--- src/rtl/timer_counter.sv ---
// timer_counter: memory-mapped down-counter with one-shot and auto-reload modes.
//
// Ports:
//   clk   - system clock, all state updates on the rising edge
//   reset - synchronous, active-high reset
//   Addr  - word address [31:2]; only Addr[3:2] is decoded (range select is upstream)
//   WE    - write strobe, already qualified by the upstream address decode
//   Din   - write data
//   Dout  - read data, combinational on Addr[3:2]
//   IRQ   - interrupt request (IM & irq_flag)
//
// Register map on Addr[3:2]:
//   00 CTRL   (rw) bit0 Enable, bits[2:1] Mode, bit3 IM
//   01 PRESET (rw) 32-bit reload value
//   10 COUNT  (ro)
//   11 reserved, reads 0
module timer_counter (
    input  logic        clk,
    input  logic        reset,
    input  logic [31:2] Addr,
    input  logic        WE,
    input  logic [31:0] Din,
    output logic [31:0] Dout,
    output logic        IRQ
);

    typedef enum logic [1:0] {
        StIdle,
        StLoad,
        StCnt,
        StInt
    } state_e;

    localparam logic [1:0] AddrCtrl   = 2'b00;
    localparam logic [1:0] AddrPreset = 2'b01;
    localparam logic [1:0] AddrCount  = 2'b10;
    localparam logic [1:0] ModeReload = 2'b01;

    state_e      state_q, state_d;
    logic [3:0]  ctrl_q, ctrl_d;
    logic [31:0] preset_q, preset_d;
    logic [31:0] count_q, count_d;
    logic        irq_flag_q, irq_flag_d;

    logic        enable;
    logic [1:0]  mode;
    logic        im;
    logic        wr_ctrl;
    logic        wr_preset;

    // Upper address bits are decoded upstream.
    logic unused_addr;
    assign unused_addr = ^Addr[31:4];

    assign enable    = ctrl_q[0];
    assign mode      = ctrl_q[2:1];
    assign im        = ctrl_q[3];
    assign wr_ctrl   = WE && (Addr[3:2] == AddrCtrl);
    assign wr_preset = WE && (Addr[3:2] == AddrPreset);

    always_comb begin
        state_d    = state_q;
        ctrl_d     = ctrl_q;
        preset_d   = preset_q;
        count_d    = count_q;
        irq_flag_d = irq_flag_q;

        // Any CPU write to CTRL or PRESET acknowledges a pending interrupt.
        // Placed before the FSM so a simultaneous expiry is not lost.
        if (wr_ctrl || wr_preset) begin
            irq_flag_d = 1'b0;
        end

        case (state_q)
            StIdle: begin
                if (enable) begin
                    state_d = StLoad;
                end
            end
            StLoad: begin
                count_d = preset_q;
                state_d = StCnt;
            end
            StCnt: begin
                if (!enable) begin
                    state_d = StIdle;
                end else if (count_q > 32'd1) begin
                    count_d = count_q - 32'd1;
                end else begin
                    // Covers PRESET of 0 and 1 without wrapping below zero.
                    count_d    = 32'd0;
                    irq_flag_d = 1'b1;
                    state_d    = StInt;
                end
            end
            StInt: begin
                state_d = StIdle;
                if (mode == ModeReload) begin
                    irq_flag_d = 1'b0;
                end else begin
                    ctrl_d[0] = 1'b0;
                end
            end
            default: begin
                state_d = StIdle;
            end
        endcase

        // CPU writes come last so a CTRL write beats the one-shot Enable clear.
        if (wr_ctrl) begin
            ctrl_d = Din[3:0];
        end
        if (wr_preset) begin
            preset_d = Din;
        end
    end

    always_ff @(posedge clk) begin
        if (reset) begin
            state_q    <= StIdle;
            ctrl_q     <= 4'd0;
            preset_q   <= 32'd0;
            count_q    <= 32'd0;
            irq_flag_q <= 1'b0;
        end else begin
            state_q    <= state_d;
            ctrl_q     <= ctrl_d;
            preset_q   <= preset_d;
            count_q    <= count_d;
            irq_flag_q <= irq_flag_d;
        end
    end

    always_comb begin
        Dout = 32'd0;
        case (Addr[3:2])
            AddrCtrl:   Dout = {28'd0, ctrl_q};
            AddrPreset: Dout = preset_q;
            AddrCount:  Dout = count_q;
            default:    Dout = 32'd0;
        endcase
    end

    assign IRQ = im & irq_flag_q;

endmodule
--- config.mk ---
export PLATFORM = sky130hd
export DESIGN_NAME = timer_counter
export DESIGN_NICKNAME = d
export VERILOG_FILES = /design/src/rtl/timer_counter.sv
export SDC_FILE = /design/constraint.sdc
export NUM_CORES = 1
export LEC_CHECK = 0
export BUFFER_PORTS_ARGS = -buffer_cell sky130_fd_sc_hd__buf_2
export CAP_MARGIN = 20
export CORE_AREA = 4 4 96 98
export CTS_BUF_LIST = sky130_fd_sc_hd__clkbuf_2
export CTS_CLUSTER_DIAMETER = 80
export DETAILED_ROUTE_END_ITERATION = 12
export DIE_AREA = 0 0 100 102
export HOLD_SLACK_MARGIN = 0.06
export PLACE_DENSITY = 0.85
export SLEW_MARGIN = 10
export SYNTH_ARGS = -nofsm -noshare
export SYNTH_HDL_FRONTEND = slang
export SYNTH_SLANG_ARGS = --single-unit
--- constraint.sdc ---
create_clock -name clk -period 5.55 [get_ports clk]
set_clock_uncertainty 0.15 [all_clocks]
set_input_delay 0.2775 -clock clk [delete_from_list [all_inputs] [get_ports clk]]
set_output_delay 0.2775 -clock clk [all_outputs]
set_load 0.03 [all_outputs]
==> results by group <==
Placed design
  • RePlAce Congestion: ~0.92
  • # port buffers: 69
  • Hpwl dp: around 7800 um
  • DP Cell Count: 649

Critical path
  • CP peak stage delay: 1100 ps
  • Startpoint Class: register
  • CP endpoint kind: register
  • Crit path arrival time: 3400 ps
  • Kind of critical path: reg2reg
  • Worst-path maximum fanout: 28
  • Slowest CP cell: dfxtp_1
  • CP required: 5830 ps
  • Critical Path, Cell by Cell: nand3b_1, nand2_1, nand2b_1, o221ai_1

Route
  • DR pass1 iterations: 5
  • Wire per inst: between 15 and 20 um
  • Vias: 4481
  • Number of remaining DRC errors: 0
  • Initial DRC count: 360
  • Detailed-route vias per instance: 6.39
  • Final wirelength: 12600 um
  • Post-route ant nets: 0

Timing
  • Post-Route Setup TNS: 0 ps
  • Final-report setup violation count: 0
  • Maximum clock frequency: 320 MHz
  • Fin crit period: 3120 ps
  • RSZ-0062 raised after global routing: no
  • Worst slew pin tran: 1120 ps
  • Fin. max-slew vios: 0
  • Slew HR: 25.2%
  • Endpoints failing hold: 0
  • Tcrit/Tclk final: 56.3%

Power
  • Switch share: 30.1%
  • Max VDD drop: ~0.16 mV
  • Net Sw Power: 0.296 mW
  • Clock share of power: 29.3%
  • Internal power: between 0.6 and 0.7 mW
  • Cell Pwr Density: 201 nW/um^2
  • Sequential share of power: 54.2%
  • P_leak: around 1.9 nW
  • Comb pwr share: around 17%

Synthesis
  • Yosys top cell area share: 34.7%
  • Area leader, netlist: dfxtp_1
  • Main synth FF type: dfxtp_1
  • Synth Instances: 522
  • EDFF count, synth: 0
  • Synth Cell Area: ~4000 sq um
  • Synth cell count leaders: nand2_1 (85), dfxtp_1 (71), clkbuf_1 (50)
  • Most common cell in the netlist: nand2_1
  • Seq/Total Area, Yosys: 34.7%
  • Yosys cell types: 65
  • Synth top area cells: dfxtp_1 (35%), nand2_1 (7.8%), a22o_1 (6.2%), a21oi_1 (5.4%), clkbuf_1 (4.6%)
  • Async SR Flop Fraction: 0%
  • Yosys warning count: 0
  • Mean post-synth cell area: around 7.9 sq um
  • Mapped Nets: 589
  • Synth Register Bits: 71

Finish
  • Fillers: 753
  • Layout cells sized above 1: 18.2%
  • Final Instance Count excl. Fillers: roughly 700
  • N_diodes: 0
  • P&R area growth vs syn: 19.3%
  • Nets: ~660

Job
  • Number of max-cap violations: 0

Floorplan
  • Ports: 98
  • # rows: 34
  • Die ar.: about 10000 sq um
  • Core Box Area: between 8000 and 9000 sq um
  • Initial Util: 48.4%
  • DIE WIDTH: 100 um
  • Die Y: 102 um

Worst hold path
  • HP Class: in2reg

Clock tree
  • H-tree Lvls: 3
  • CTS Sinks: just over 70
  • Clock slew at reported path FFs: around 200 ps
  • Clock Latency Late Sink: 540 ps
  • Max clock buf depth: 2
  • Root Driver: clkbuf_2
  • CTS Buf Count: 9
  • CTS tree: yes

GRT
  • Largest net degree at the start of global routing: 75
  • Vias in the first global route: 4212
  • Gr ovfl total: 0
  • First-pass GRT wire length: roughly 20000 um
  • Initial antenna violation count: 0
  • GRT Overall Usage: roughly a quarter

Status
  • Outcome: complete, no violations
state kept, by name, indices dropped and copies added (netlist names):
| name | cells |
|---|---|
| state_q | 2 |
| ctrl_q | 4 |
| preset_q | 32 |
| irq_flag_q | 1 |
| count_q | 32 |
final timing paths:
path | depth (start not counted) | to | slack, ps | startpoint
setup reg to reg | 4 | count_q[31]$_SDFFE_PP0P_ | 2430 | state_q[0]$_SDFFE_PP0P_
hold / removal | 4 | ctrl_q[0]$_SDFFE_PP0P_ | 130 | Addr[2]
hold reg to reg | 2 | preset_q[23]$_SDFFE_PP0P_ | 340 | preset_q[23]$_SDFFE_PP0P_
setup / recovery | 4 | count_q[31]$_SDFFE_PP0P_ | 2430 | state_q[0]$_SDFFE_PP0P_
placed cells by master, fill, tap and decap left out, types with 3 or more instances in the layout:
| master | netlist | routed |
|---|---|---|
| nand2_1 | 85 | 85 |
| dfxtp_1 | 71 | 71 |
| buf_2 | 1 | 69 |
| a21oi_1 | 44 | 44 |
| dlygate4sd3_1 | 0 | 33 |
| a22o_1 | 29 | 29 |
| nor2_1 | 21 | 20 |
| nand3_1 | 16 | 16 |
| nor4_1 | 16 | 16 |
| a31oi_1 | 15 | 15 |
| o21ai_0 | 10 | 10 |
| nor3_1 | 10 | 10 |
| a22oi_1 | 10 | 10 |
| clkbuf_2 | 0 | 10 |
| nand4_1 | 9 | 9 |
| a32oi_1 | 9 | 9 |
| inv_1 | 8 | 8 |
| mux2i_1 | 7 | 7 |
| or3_1 | 7 | 7 |
| a211oi_1 | 7 | 7 |
| a221oi_1 | 6 | 6 |
| nand2b_1 | 6 | 6 |
| o211ai_1 | 6 | 6 |
| buf_4 | 0 | 6 |
| or4_1 | 5 | 5 |
| and2_1 | 4 | 4 |
| nor2b_2 | 0 | 3 |
| o2111ai_1 | 3 | 3 |
| nor2b_1 | 6 | 3 |
| nand4b_1 | 3 | 3 |
| and4_1 | 3 | 3 |
| nand3b_1 | 3 | 3 |
| o22ai_1 | 3 | 3 |
| a41oi_1 | 3 | 3 |
| o32ai_1 | 3 | 3 |
| clkinv_1 | 0 | 3 |
critical path, delay by kind of cell (launching register included):
family / cells / cell delay (ps)
compound gates: 1 / 180
flops: 1 / 1100
simple gates: 3 / 1580
power by group through the flow:
stage | registers, mW | clock network [mW] | logic [mW]
6_report | 0.533 | 0.288 | 0.162
5_1_grt | 0.534 | 0.307 | 0.175
4_1_cts | 0.532 | 0.291 | 0.150
3_5_place_dp | 0.543 | 0 | 0.131
3_3_place_gp | 0.542 | 0 | 0.128
2_1_floorplan | 0.538 | 0 | 0.0975
kinds of logic after synthesis:
family	after synthesis	synth area share (%)
compound gates	163	28.3
xor+xnor	3	0.641
fa+ha+maj	2	0.610
buf+inv	64	6.44
flops	71	34.7
mux	8	1.98
simple gates	211	27.4
per-stage QoR:
| step | cell area (sq um) | hold slack [ps] | setup slack (ps) | total power [mW] | util (%) |
|---|---|---|---|---|---|
| final | 4890 | 128 | 2430 | 0.984 | 57.8 |
| after global routing | 4890 | 167 | 2310 | 1.02 | 57.8 |
| after CTS | 4830 | 98.9 | 2170 | 0.973 | 57.1 |
| after detailed placement | 4400 | 314 | 2230 | 0.674 | 52.0 |
| after global placement | 4400 | 310 | 2300 | 0.670 | 52.0 |
| after floorplan | 4100 | 263 | 3230 | 0.635 | - |
metal layers:
layer / share of wire [%] / track usage, % / up-vias
li1: - / - / 2110
met1: 40 / 29.4 / 2127
met2: 50 / 42.3 / 208
met3: 7.3 / 4.51 / 36
met4: 2.8 / 10.8 / 0
met5: 0 / 0 / -
final cells by class:
type | count | area (sq um) | area share (%)
multi-input combinational | 387 | 2420 | 49.6
sequential | 71 | 1420 | 29.1
timing repair buffer | 111 | 778 | 15.9
tap | 108 | 135 | 2.76
clock inverter | 6 | 51.3 | 1.05
clock buffer | 10 | 50.0 | 1.02
inverter | 8 | 30.0 | 0.614
what timing repair did:
item	4_1_cts	5_1_grt
endpoints found under the setup margin	0	0
resized for setup	0	0
hold buffers	33	0
endpoints found under the hold margin	37	0
setup buffers	0	0
No activity file was read; power rests on OpenSTA's default activity.
